--- src/rtl/div8_pkg.sv ---
// -----------------------------------------------------------------------------
// div8_pkg
//   Shared definitions for the DivFS divider family and its companion
//   multiply-add reconstructor mul_fs_seq.
//   - W_DEFAULT : default operand width (result width is 2*W)
//   - CNT_W     : iteration counter width for the default width
//   - state_e   : controller FSM encoding (IDLE / RUN / DONE)
// -----------------------------------------------------------------------------
package div8_pkg;

    localparam int W_DEFAULT = 8;
    localparam int CNT_W     = $clog2(W_DEFAULT);

    typedef enum logic [1:0] {
        ST_IDLE = 2'd0,
        ST_RUN  = 2'd1,
        ST_DONE = 2'd2
    } state_e;

endpackage : div8_pkg

--- src/rtl/mul_fs_dp.sv ---
// -----------------------------------------------------------------------------
// mul_fs_dp
//   Shift-add datapath for Q*SC + R. Holds the accumulator (ACC), the shifted
//   multiplicand (MC) and the multiplier (MP), which consumes one bit per step.
// Ports:
//   clk, rst   : clock, synchronous active-high reset
//   load       : load ACC={0,R}, MC={0,SC}, MP=Q
//   step       : one shift-add iteration
//   q, sc, r   : operands, used only on load
//   acc_next   : ACC after the current iteration's conditional add
// -----------------------------------------------------------------------------
module mul_fs_dp
    import div8_pkg::*;
#(
    parameter int W = W_DEFAULT
) (
    input  logic             clk,
    input  logic             rst,
    input  logic             load,
    input  logic             step,
    input  logic [W-1:0]     q,
    input  logic [W-1:0]     sc,
    input  logic [W-1:0]     r,
    output logic [2*W-1:0]   acc_next
);

    logic [2*W-1:0] acc_q, acc_d;
    logic [2*W-1:0] mc_q,  mc_d;
    logic [W-1:0]   mp_q,  mp_d;

    // Cannot overflow 2W bits: the worst case (2^W-1)^2 + (2^W-2) still fits.
    assign acc_next = acc_q + (mp_q[0] ? mc_q : '0);

    always_comb begin
        // NOTE: every variable gets a default first so no path leaves it
        // unassigned; otherwise synthesis infers a latch.
        acc_d = acc_q;
        mc_d  = mc_q;
        mp_d  = mp_q;
        if (load) begin
            acc_d = {{W{1'b0}}, r};
            mc_d  = {{W{1'b0}}, sc};
            mp_d  = q;
        end else if (step) begin
            acc_d = acc_next;
            mc_d  = mc_q << 1;
            mp_d  = mp_q >> 1;
        end
    end

    always_ff @(posedge clk) begin
        // NOTE: sequential state uses non-blocking assignments so every flop
        // samples its input from before the edge, independent of statement order.
        if (rst) begin
            acc_q <= '0;
            mc_q  <= '0;
            mp_q  <= '0;
        end else begin
            acc_q <= acc_d;
            mc_q  <= mc_d;
            mp_q  <= mp_d;
        end
    end

endmodule : mul_fs_dp

--- src/rtl/mul_fs_seq.sv ---
// -----------------------------------------------------------------------------
// mul_fs_seq
//   Sequential unsigned multiply-add SBC = Q*SC + R, one multiplier bit per
//   clock, fixed latency of W RUN cycles. Also flags whether (Q,SC,R) is a legal
//   DivFS result (REM_ERR) and whether SBC fits in W bits (OVF).
// Ports:
//   clk, rst   : clock, synchronous active-high reset
//   start      : request, sampled only in IDLE
//   Q, SC, R   : multiplier, multiplicand, addend (captured on the start edge)
//   busy       : high during RUN
//   done       : one-cycle pulse in DONE; SBC/REM_ERR/OVF are valid
//   SBC        : result, held until the next RUN->DONE transition
//   REM_ERR    : R >= SC (always set when SC == 0)
//   OVF        : upper W bits of SBC are non-zero
// -----------------------------------------------------------------------------
module mul_fs_seq
    import div8_pkg::*;
#(
    parameter int W = W_DEFAULT
) (
    input  logic             clk,
    input  logic             rst,
    input  logic             start,
    input  logic [W-1:0]     Q,
    input  logic [W-1:0]     SC,
    input  logic [W-1:0]     R,
    output logic             busy,
    output logic             done,
    output logic [2*W-1:0]   SBC,
    output logic             REM_ERR,
    output logic             OVF
);

    localparam int CW = $clog2(W);
    localparam logic [CW-1:0] CNT_LAST = CW'(W - 1);

    state_e          state_q, state_d;
    logic [CW-1:0]   cnt_q, cnt_d;
    logic            rem_err_int_q, rem_err_int_d;
    logic [2*W-1:0]  sbc_q, sbc_d;
    logic            rem_err_q, rem_err_d;
    logic            ovf_q, ovf_d;

    logic            dp_load, dp_step;
    logic [2*W-1:0]  acc_next;

    mul_fs_dp #(.W(W)) u_dp (
        .clk      (clk),
        .rst      (rst),
        .load     (dp_load),
        .step     (dp_step),
        .q        (Q),
        .sc       (SC),
        .r        (R),
        .acc_next (acc_next)
    );

    always_comb begin
        state_d       = state_q;
        cnt_d         = cnt_q;
        rem_err_int_d = rem_err_int_q;
        sbc_d         = sbc_q;
        rem_err_d     = rem_err_q;
        ovf_d         = ovf_q;
        dp_load       = 1'b0;
        dp_step       = 1'b0;

        case (state_q)
            ST_IDLE: begin
                if (start) begin
                    dp_load       = 1'b1;
                    cnt_d         = '0;
                    rem_err_int_d = (R >= SC);
                    state_d       = ST_RUN;
                end
            end
            ST_RUN: begin
                dp_step = 1'b1;
                cnt_d   = cnt_q + CW'(1);
                // The final iteration's sum goes straight into the result
                // registers, so outputs appear together with done.
                if (cnt_q == CNT_LAST) begin
                    sbc_d     = acc_next;
                    ovf_d     = |acc_next[2*W-1:W];
                    rem_err_d = rem_err_int_q;
                    state_d   = ST_DONE;
                end
            end
            ST_DONE: begin
                state_d = ST_IDLE;
            end
            default: begin
                state_d = ST_IDLE;
            end
        endcase
    end

    always_ff @(posedge clk) begin
        // NOTE: all control and result registers are reset (they are few and
        // their reset values are architecturally visible); rst overrides start.
        if (rst) begin
            state_q       <= ST_IDLE;
            cnt_q         <= '0;
            rem_err_int_q <= 1'b0;
            sbc_q         <= '0;
            rem_err_q     <= 1'b0;
            ovf_q         <= 1'b0;
        end else begin
            state_q       <= state_d;
            cnt_q         <= cnt_d;
            rem_err_int_q <= rem_err_int_d;
            sbc_q         <= sbc_d;
            rem_err_q     <= rem_err_d;
            ovf_q         <= ovf_d;
        end
    end

    assign busy    = (state_q == ST_RUN);
    assign done    = (state_q == ST_DONE);
    assign SBC     = sbc_q;
    assign REM_ERR = rem_err_q;
    assign OVF     = ovf_q;

endmodule : mul_fs_seq

--- config.mk ---
export PLATFORM = sky130hd
export DESIGN_NAME = mul_fs_seq
export DESIGN_NICKNAME = d
export VERILOG_FILES = /design/src/rtl/div8_pkg.sv /design/src/rtl/mul_fs_dp.sv /design/src/rtl/mul_fs_seq.sv
export SDC_FILE = /design/constraint.sdc
export NUM_CORES = 1
export LEC_CHECK = 0
export ABC_AREA = 1
export CORE_AREA = 2 2 83 85
export DETAILED_ROUTE_END_ITERATION = 7
export DIE_AREA = 0 0 85 87
export DONT_BUFFER_PORTS = 1
export PLACE_DENSITY = 0.7
export SLEW_MARGIN = 25
export SYNTH_ARGS = -nofsm -noshare
export SYNTH_HDL_FRONTEND = slang
export SYNTH_SLANG_ARGS = --single-unit
export TNS_END_PERCENT = 20
--- constraint.sdc ---
create_clock -name clk -period 2.45 [get_ports clk]
set_input_delay 0.49 -clock clk [delete_from_list [all_inputs] [get_ports clk]]
set_output_delay 0.49 -clock clk [all_outputs]
set_load 0.02 [all_outputs]
# Yosys cells after proc, flatten, opt, wreduce, memory -nomap -nowiden
# Cells that the tools add are included.
# totals
word_cells,43
input_bits,27
regBits,64
output_inout_bits,20
# classes
addsub,2
mux,15
n_lt_le_gt_ge,1
n_reduce_logical,9
eq_ne,5
# op_table
op,n
$mux 8,6
$add 16x16->16,1
$mux 16,1
$ge 8x8->1,1
$reduce_and 2->1,4
$reduce_or 8->1,1
$pmux 3 s2,1
$mux 2,2
$pmux 2 s2,1
$reduce_bool 2->1,2
$add 3x1->3 const B,1
$eq 3x3->1 const B,1
$mux 1,3
$mux 3,1
$eq 2x1->1 const B,1
$eq 2x2->1 const B,1
$logic_not 2->1,1
$ne 2x1->1 const B,1
$ne 2x2->1 const B,1
$reduce_or 2->1,1

# Depth between registers and ports, before layout
# Gate-level depths: netlist of run 1.
# logic_depth
depth_word,4
mapped_depth,16
depth_no_buf,15

# Cells and area by module
# From an unflattened synthesis of run 1, not the netlist that was laid out.
# hier_totals
cells_unflattened,596
hier_area_um2,3851.2
# by_module_without_submodules
mod,area_per_inst_um2,n_inst,cells_per_inst,seq_area_each_um2
mul_fs_dp,2731.4,1,445,800.8
mul_fs_seq,1119.8,1,151,480.5

# Least setup slack after synthesis of run 1
# Ideal clock, no wire load.
# synth_path
kind,register to register
from,register u_dp.mp_q[0]
to,register ovf_q (netlist: OVF)
slack_ps,422
path_stages_with_launch,16
period_less_slack_ps,2028
path_buffers,2
setup_time_ps,122
arrival_ps,1906
t_required_ps,2328
cell_sequence,dfxtp_1 buf_2 clkbuf_1 nand2_1 inv_1 ha_1 nand2_2 inv_1 a21oi_2 nand2_2 nand2_1 nand2_1 nor2_1 nand3_1 nor2_1 a21oi_2
# synth_via
elab_chain_cells,3
# synth_rtl
element,line,source
from (decl),mul_fs_dp.sv:29,"logic [W-1:0] mp_q, mp_d;"
from (signal assigned),mul_fs_dp.sv:61,mp_q <= mp_d;
$mux 16,mul_fs_dp.sv:32,assign acc_next = acc_q + (mp_q[0] ? mc_q : '0);
$add 16x16->16,mul_fs_dp.sv:32,
$reduce_or 8->1,mul_fs_seq.sv:84,ovf_d = |acc_next[2*W-1:W];
to (signal assigned),mul_fs_seq.sv:114,ovf_q <= ovf_d;
to (decl),mul_fs_seq.sv:42,"logic ovf_q, ovf_d;"
# Every way passes these cells.
# A chain may end at the register's enable or synchronous reset.

# Worst setup path in the final report of run 1
# Same ends and word-level chain as after synthesis.

==> results.tsv, run 1 <==
stage	metric	value	unit
status	status	finished, final reports clean	
grt	grt_use_total	25.9	%
cells_and_area	area_growth	5.67	%
critical_path	critPathRequiredTime	2.69	ns
synth	yosysMostFrequentCell	nand2_1	
placement	place_ws	0.252	ns
pwr	power.leakage	2.14	nW
floorplan	start_util	57.8	%
clocking	cts.repair.resized	0	
worst_hold_path	worstHoldPathType	in2reg	
pwr	power_density	575	nW/um2
cells_and_area	nets	604	
floorplan	die-height	87	um
synth	syn-cell-area	3800	um2
detailed_routing	wl_per_cell	14.2	um
detailed_routing	viasPerCell	5.33	
clocking	htree_levels	3	
sta	setup_tns	0	ns
detailed_routing	drtIter0Drc	158	
floorplan	ios	47	
clocking	post_cts_buffers	0	
grt	grt_pass1_vias	3206	
sta	post-route-min-period	2.21	ns
critical_path	cp.arrival	2.45	ns
critical_path	r2r-start	u_dp.mp_q[0]$_SDFFE_PP0P_	
synth	ys.flop_type	dfxtp_1	
sta	slew_headroom	58.5	%
synth	synth.area.top_cells	dfxtp_1 34%, nand2_1 17%, inv_1 8.3%, ha_1 8.2%, nor2_1 4.3%	
synth	syn-instance-count	557	
synth	synth-seq-cells	64	
grt	grt_overflow	0	
floorplan	rows	30	
critical_path	worst_path_largest_cell_delay	0.44	ns
sta	setup_ws	0.238	ns
clocking	cts-hold-fix-buffers	0	
sta	worstMarginPinSlew	0.619	ns
critical_path	cp_cell_sequence	nand2_1 > inv_1 > ha_1 > fa_1 > nand3_1 > nand3_2 > nand2_2 > nand2_2 > nand2_1 > nand2_1 > nor2_1 > nand3_1 > nor2_1 > a21oi_2	
critical_path	crit_fanout	9	
worst_hold_path	hp-start	rst	
synth	synth.yosys.seq_area_share	33.8	%
synth	synth.avg_cell_area	6.82	um2
critical_path	cpLargestDelayFamily	simple AND/OR/NAND/NOR gates	
clocking	cts.clk_slew.worst_paths	0.07	ns
flow_run	maxCapViolCount	0	
sta	fmax	452	MHz
sta	period_share	90.3	%
critical_path	path_class	reg2reg	
critical_path	critPathLaunchType	flop	
detailed_routing	totalWireLength	9000	um
synth	yosys_warnings	0	
floorplan	fp.dieArea	7400	um2
synth	synth_cell_types	34	
cells_and_area	fillers	617	
grt	antenna_found_initial	0	
sta	clock-skew-final	0.0139	ns
clocking	cts_tree	done	
clocking	cts_buffers	9	
pwr	vdd_drop_max	0.000426	V
floorplan	core-area	6570	um2
placement	portBuffers	0	
sta	rsz0062_at_grt	no	
grt	grt_max_degree	47	
synth	yosysTopAreaCell	dfxtp_1	
placement	dp_cells	620	
synth	synth_edf_count	0	
cells_and_area	drive_gt1_share	9.91	%
critical_path	path_buf_inv	1	
synth	synth_common_cells	171 x nand2_1, 84 x inv_1, 64 x dfxtp_1	
sta	hold_viol_final	0	
critical_path	crit_top_cell	nand2_1	
grt	grt_first_pass_wirelength	15000	um
floorplan	die_x	85	um
critical_path	crit_slowest_cell	fa_1	
critical_path	crit_start	u_dp.mp_q[0]$_SDFFE_PP0P_	
cells_and_area	num_antenna_cells	0	
clocking	clock_latency	0.36	ns
cells_and_area	multiInputGateArea	2080	um2
cells_and_area	fin_cells	635	
synth	synth_top_cell_area_share	33.8	%
placement	hpwl	6630	um
detailed_routing	antenna_left	0	
cells_and_area	regArea	1280	um2
clocking	clock-sinks	64	
critical_path	critPathCaptureType	flop	
synth	ys_async_sr_fraction	0	%
sta	slew_viol_final	0	
synth	syn_nets	610	
sta	hold_ws	0.197	ns
clocking	cts_root_buffer	clkbuf_8	
sta	final-setup-viol-count	0	
clocking	cts_max_path_buffers	2	
placement	gp_congestion	0.926	
detailed_routing	dr.pass1.iters	5	
detailed_routing	vias	3387	
detailed_routing	drc	0	
## routing by layer
layer	part of all wire, %	track usage, %
met1	46	33.1
met2	45	41.0
met4	3.1	12.8
met3	5.9	6.35
met5	0	0
## cells by family after synthesis
kind of cell             count (synthesis)  share of synthesized area [%]
AND/OR/NAND/NOR                        268                           30.5
buffers and inverters                  108                           11.4
AO/OA/AOI/OAI                           84                           13.9
flip-flops                              64                           33.8
adder cells (fa/ha/maj)                 26                           8.77
XOR/XNOR                                 7                           1.62
## cells in the final DEF, fill, tap and decap left out, types with 2 or more instances in the layout
cell / count
o21bai_1: 7
a31oi_1: 13
nor2_4: 3
o21ai_0: 13
nand4_1: 4
nor2_2: 5
nand3_1: 13
nor2_1: 43
ha_1: 25
inv_1: 84
a21oi_2: 3
a21oi_1: 26
xor2_1: 7
nand2_1: 171
nand2_2: 19
and2_1: 3
clkinv_2: 2
buf_4: 3
nand3_2: 3
o211ai_1: 10
inv_2: 2
dfxtp_1: 64
nand3b_1: 2
a221oi_1: 8
clkbuf_8: 10
o21ai_1: 2
## path summary, 6_finish.rpt
kind | end | slack [ns] | depth (start not counted)
setup / recovery | OVF$_SDFFE_PP0P_ | 0.24 | 14
hold / removal | u_dp.mp_q[1]$_SDFFE_PP0P_ | 0.20 | 1
setup reg to reg | OVF$_SDFFE_PP0P_ | 0.24 | 14
hold reg to reg | u_dp.mp_q[7]$_SDFFE_PP0P_ | 0.46 | 2
## power breakdown
group	switching (mW)	leakage [nW]	total (mW)	internal, mW
clock	0.441	0.0985	0.933	0.492
combinational	0.174	1.52	0.262	0.0884
sequential	0.0304	0.521	1.11	1.08
total	0.645	2.14	2.31	1.66
## through the flow
stage	utilization [%]	area (um2)	total power [mW]
floorplan	-	3800	1.35
global placement	58.1	3820	1.39
detailed placement	58.1	3820	1.40
CTS	61.1	4010	2.32
global route	61.1	4010	2.40
finish	61.1	4010	2.31
## state kept, by name, summed over array words and instances, names as in the netlist
signal,flops
rem_err_int_q,1
cnt_q,3
u_dp.acc_q,16
OVF,1
SBC,16
state_q,2
REM_ERR,1
u_dp.mc_q,16
u_dp.mp_q,8
## layout make-up
cell class                      instances  share of cell area, %
Tap cell                               80                   2.50
Inverter                               88                   8.30
Multi-Input combinational cell        385                   51.9
Sequential cell                        64                   31.9
Timing Repair Buffer                    3                  0.561
Clock buffer                           10                   3.43
Clock inverter                          5                   1.40
Power figures use the tool's default switching activity.
==> inputs of run 2 (changes only) <==
--- a/config.mk
+++ b/config.mk
@@ -6,11 +6,11 @@
 export NUM_CORES = 1
 export LEC_CHECK = 0
 export ABC_AREA = 1
-export CORE_AREA = 2 2 83 85
+export CORE_AREA = 2 2 91 93
 export DETAILED_ROUTE_END_ITERATION = 7
-export DIE_AREA = 0 0 85 87
+export DIE_AREA = 0 0 93 95
 export DONT_BUFFER_PORTS = 1
-export PLACE_DENSITY = 0.7
+export PLACE_DENSITY = 0.59
 export SLEW_MARGIN = 25
 export SYNTH_ARGS = -nofsm -noshare
 export SYNTH_HDL_FRONTEND = slang
==> constraint.sdc (replaced) <==
create_clock -name clk -period 2.45 [get_ports clk]
set_input_delay 0.1225 -clock clk [delete_from_list [all_inputs] [get_ports clk]]
set_output_delay 0.1225 -clock clk [all_outputs]
set_load 0.02 [all_outputs]
==> run 2 against run 1 <==
Compared with the run above: design area is 5.3% higher; power up 2.9%; non-clock buffer count rose by 16; clock power up 3.8%; hold slack got worse by 0.18 ns; largest cell class unchanged; cell count increased by 6.6%; flip-flop and latch count is the same; worst setup slack gained 0.011 ns; sequential share of layout area shrank 1.6 points; routed wire length increased by 4.5%; sequential power hardly changed; fmax is 0.50% higher.
==> results.tsv, run 2 (synthesized netlist as in run 1, its figures left out) <==
stage	metric	value	unit
status	status	finished, final reports clean	
floorplan	die_x	93	um
floorplan	ios	47	
pwr	power.leakage	2.21	nW
critical_path	path_buf_inv	2	
worst_hold_path	min_to	u_dp.acc_q[2]$_SDFFE_PP0P_	
clocking	htree_levels	3	
clocking	cts_root_buffer	clkbuf_8	
sta	fmax	454	MHz
detailed_routing	totalWireLength	9410	um
cells_and_area	final_cell_mix	171 x nand2_1, 84 x inv_1, 63 x dfxtp_1	
critical_path	worst_path_largest_cell_delay	0.55	ns
grt	grt_use_total	22.9	%
cells_and_area	num_antenna_cells	0	
sta	slew_headroom	58.1	%
pwr	p_sw	0.685	mW
sta	setup_tns	0	ns
critical_path	reg2regPathDepth	7	
critical_path	cp_cell_sequence	nor2_1 > nand2_2 > inv_4 > nor2_4 > nand2_1 > a21oi_1 > dlygate4sd3_1	
clocking	cts.clk_slew.worst_paths	0.08	ns
critical_path	r2r_end	u_dp.mp_q[7]$_SDFFE_PP0P_	
critical_path	cp.arrival	2.50	ns
clocking	post_cts_buffers	0	
clocking	clock_latency	0.36	ns
clocking	clock-sinks	64	
critical_path	crit_slowest_cell	dlygate4sd3_1	
placement	hpwl	6730	um
critical_path	critPathLaunchType	flop	
clocking	cts_buffers	9	
cells_and_area	drive_gt1_share	10.1	%
sta	final-setup-viol-count	0	
cells_and_area	nets	620	
grt	grt_max_degree	47	
critical_path	crit_fanout	27	
pwr	finalPower	2.37	mW
critical_path	critPathCaptureType	flop	
sta	period_share	89.8	%
detailed_routing	vias	3424	
floorplan	rows	33	
sta	rsz0062_at_grt	no	
detailed_routing	dr.pass1.iters	4	
sta	slew_viol_final	0	
sta	worstMarginPinSlew	0.625	ns
placement	portBuffers	0	
flow_run	maxCapViolCount	0	
pwr	power.internal	1.69	mW
critical_path	path_class	reg2reg	
detailed_routing	antenna_left	0	
floorplan	fp.dieArea	8840	um2
detailed_routing	viasPerCell	5.06	
worst_hold_path	worstHoldPathType	in2reg	
grt	grt_pass1_vias	3243	
grt	antenna_found_initial	0	
pwr	power_density	562	nW/um2
pwr	pwr-share-clk	40.8	%
cells_and_area	mostFrequentLayoutCell	nand2_1	
clocking	cts_max_path_buffers	2	
floorplan	start_util	47.9	%
cells_and_area	area_growth	11.3	%
floorplan	die-height	95	um
sta	clock-skew-final	0.0126	ns
worst_hold_path	whs_path_depth	2	
grt	grt_overflow	0	
placement	gp_congestion	0.920	
critical_path	cpLargestDelayFamily	simple AND/OR/NAND/NOR gates	
critical_path	critPathRequiredTime	2.75	ns
grt	grt_first_pass_wirelength	15600	um
clocking	cts_tree	done	
pwr	vdd_drop_max	0.000381	V
sta	hold_ws	0.0192	ns
sta	post-route-min-period	2.20	ns
floorplan	core-area	7930	um2
sta	hold_viol_final	0	
detailed_routing	drc	0	
pwr	seq_power_share	46.8	%
detailed_routing	wl_per_cell	13.9	um
critical_path	r2r-start	state_q[0]$_SDFFE_PP0P_	
detailed_routing	drtIter0Drc	174	
pwr	p_sw_share	28.9	%
worst_hold_path	hp-start	R[2]	
critical_path	r2r_slack	0.25	ns
pwr	combinationalPowerShare	12.4	%
## run 2: cell types whose count changed in the layout (fill, tap and decap cells not counted), sizes merged
cell / previous run / this run
dlygate4sd3: 0 / 15
buf: 3 / 4
clkinvlp: 1 / 2
## run 2: metrics by stage
step                      util, %  cells  setup slack [ns]  cell area, um2
after global routing         53.3    677         0.0000935            4230
after CTS                    53.3    677             0.190            4220
after detailed placement     48.5    645             0.248            3850
final                        53.3    677             0.249            4230
after global placement       48.5    645             0.280            3850
after floorplan                 -    557             0.422            3800
## run 2: worst max-delay path by stage
stage / startpoint / to / slack, ns / depth (start not counted)
6_report: state_q[0]$_SDFFE_PP0P_ / u_dp.mp_q[7]$_SDFFE_PP0P_ / 0.25 / 7
5_1_grt: state_q[0]$_SDFFE_PP0P_ / u_dp.mp_q[7]$_SDFFE_PP0P_ / 0.00009 / 7
4_1_cts: state_q[0]$_SDFFE_PP0P_ / u_dp.mp_q[7]$_SDFFE_PP0P_ / 0.19 / 7
3_5_place_dp: u_dp.mp_q[0]$_SDFFE_PP0P_ / OVF$_SDFFE_PP0P_ / 0.25 / 14
3_3_place_gp: u_dp.mp_q[0]$_SDFFE_PP0P_ / SBC[14]$_SDFFE_PP0P_ / 0.28 / 12
2_1_floorplan: u_dp.mp_q[0]$_SDFFE_PP0P_ / OVF$_SDFFE_PP0P_ / 0.42 / 15
## run 2: what timing repair did
action | in CTS | in global routing
hold buffers | 16 | 0
endpoints found under the setup margin | 0 | 1
endpoints found under the hold margin | 36 | 0
resized for setup | 0 | 1
## run 2: area by class of cell
cell class | instances | area (um2)
fillers | 835 | 3700
multi-input cells | 385 | 2080
flip-flops and latches | 64 | 1280
inverters | 88 | 333
repair buffers | 19 | 193
clock buffers | 10 | 138
well taps | 105 | 131
clock inverters | 6 | 67.6
## run 2: layer usage
layer	GRT usage, %	vias up	wire length [um]
met1	31.0	1536	4580
met3	5.11	15	474
met2	35.7	86	4150
met4	9.07	0	205
li1	-	1787	-
met5	0	-	0
## run 2: power groups by stage
stage | clock [mW] | combinational, mW | sequential (mW)
floorplan | 0 | 0.226 | 1.12
global placement | 0 | 0.263 | 1.13
detailed placement | 0 | 0.266 | 1.13
CTS | 0.986 | 0.298 | 1.11
global route | 1.02 | 0.337 | 1.12
finish | 0.968 | 0.295 | 1.11
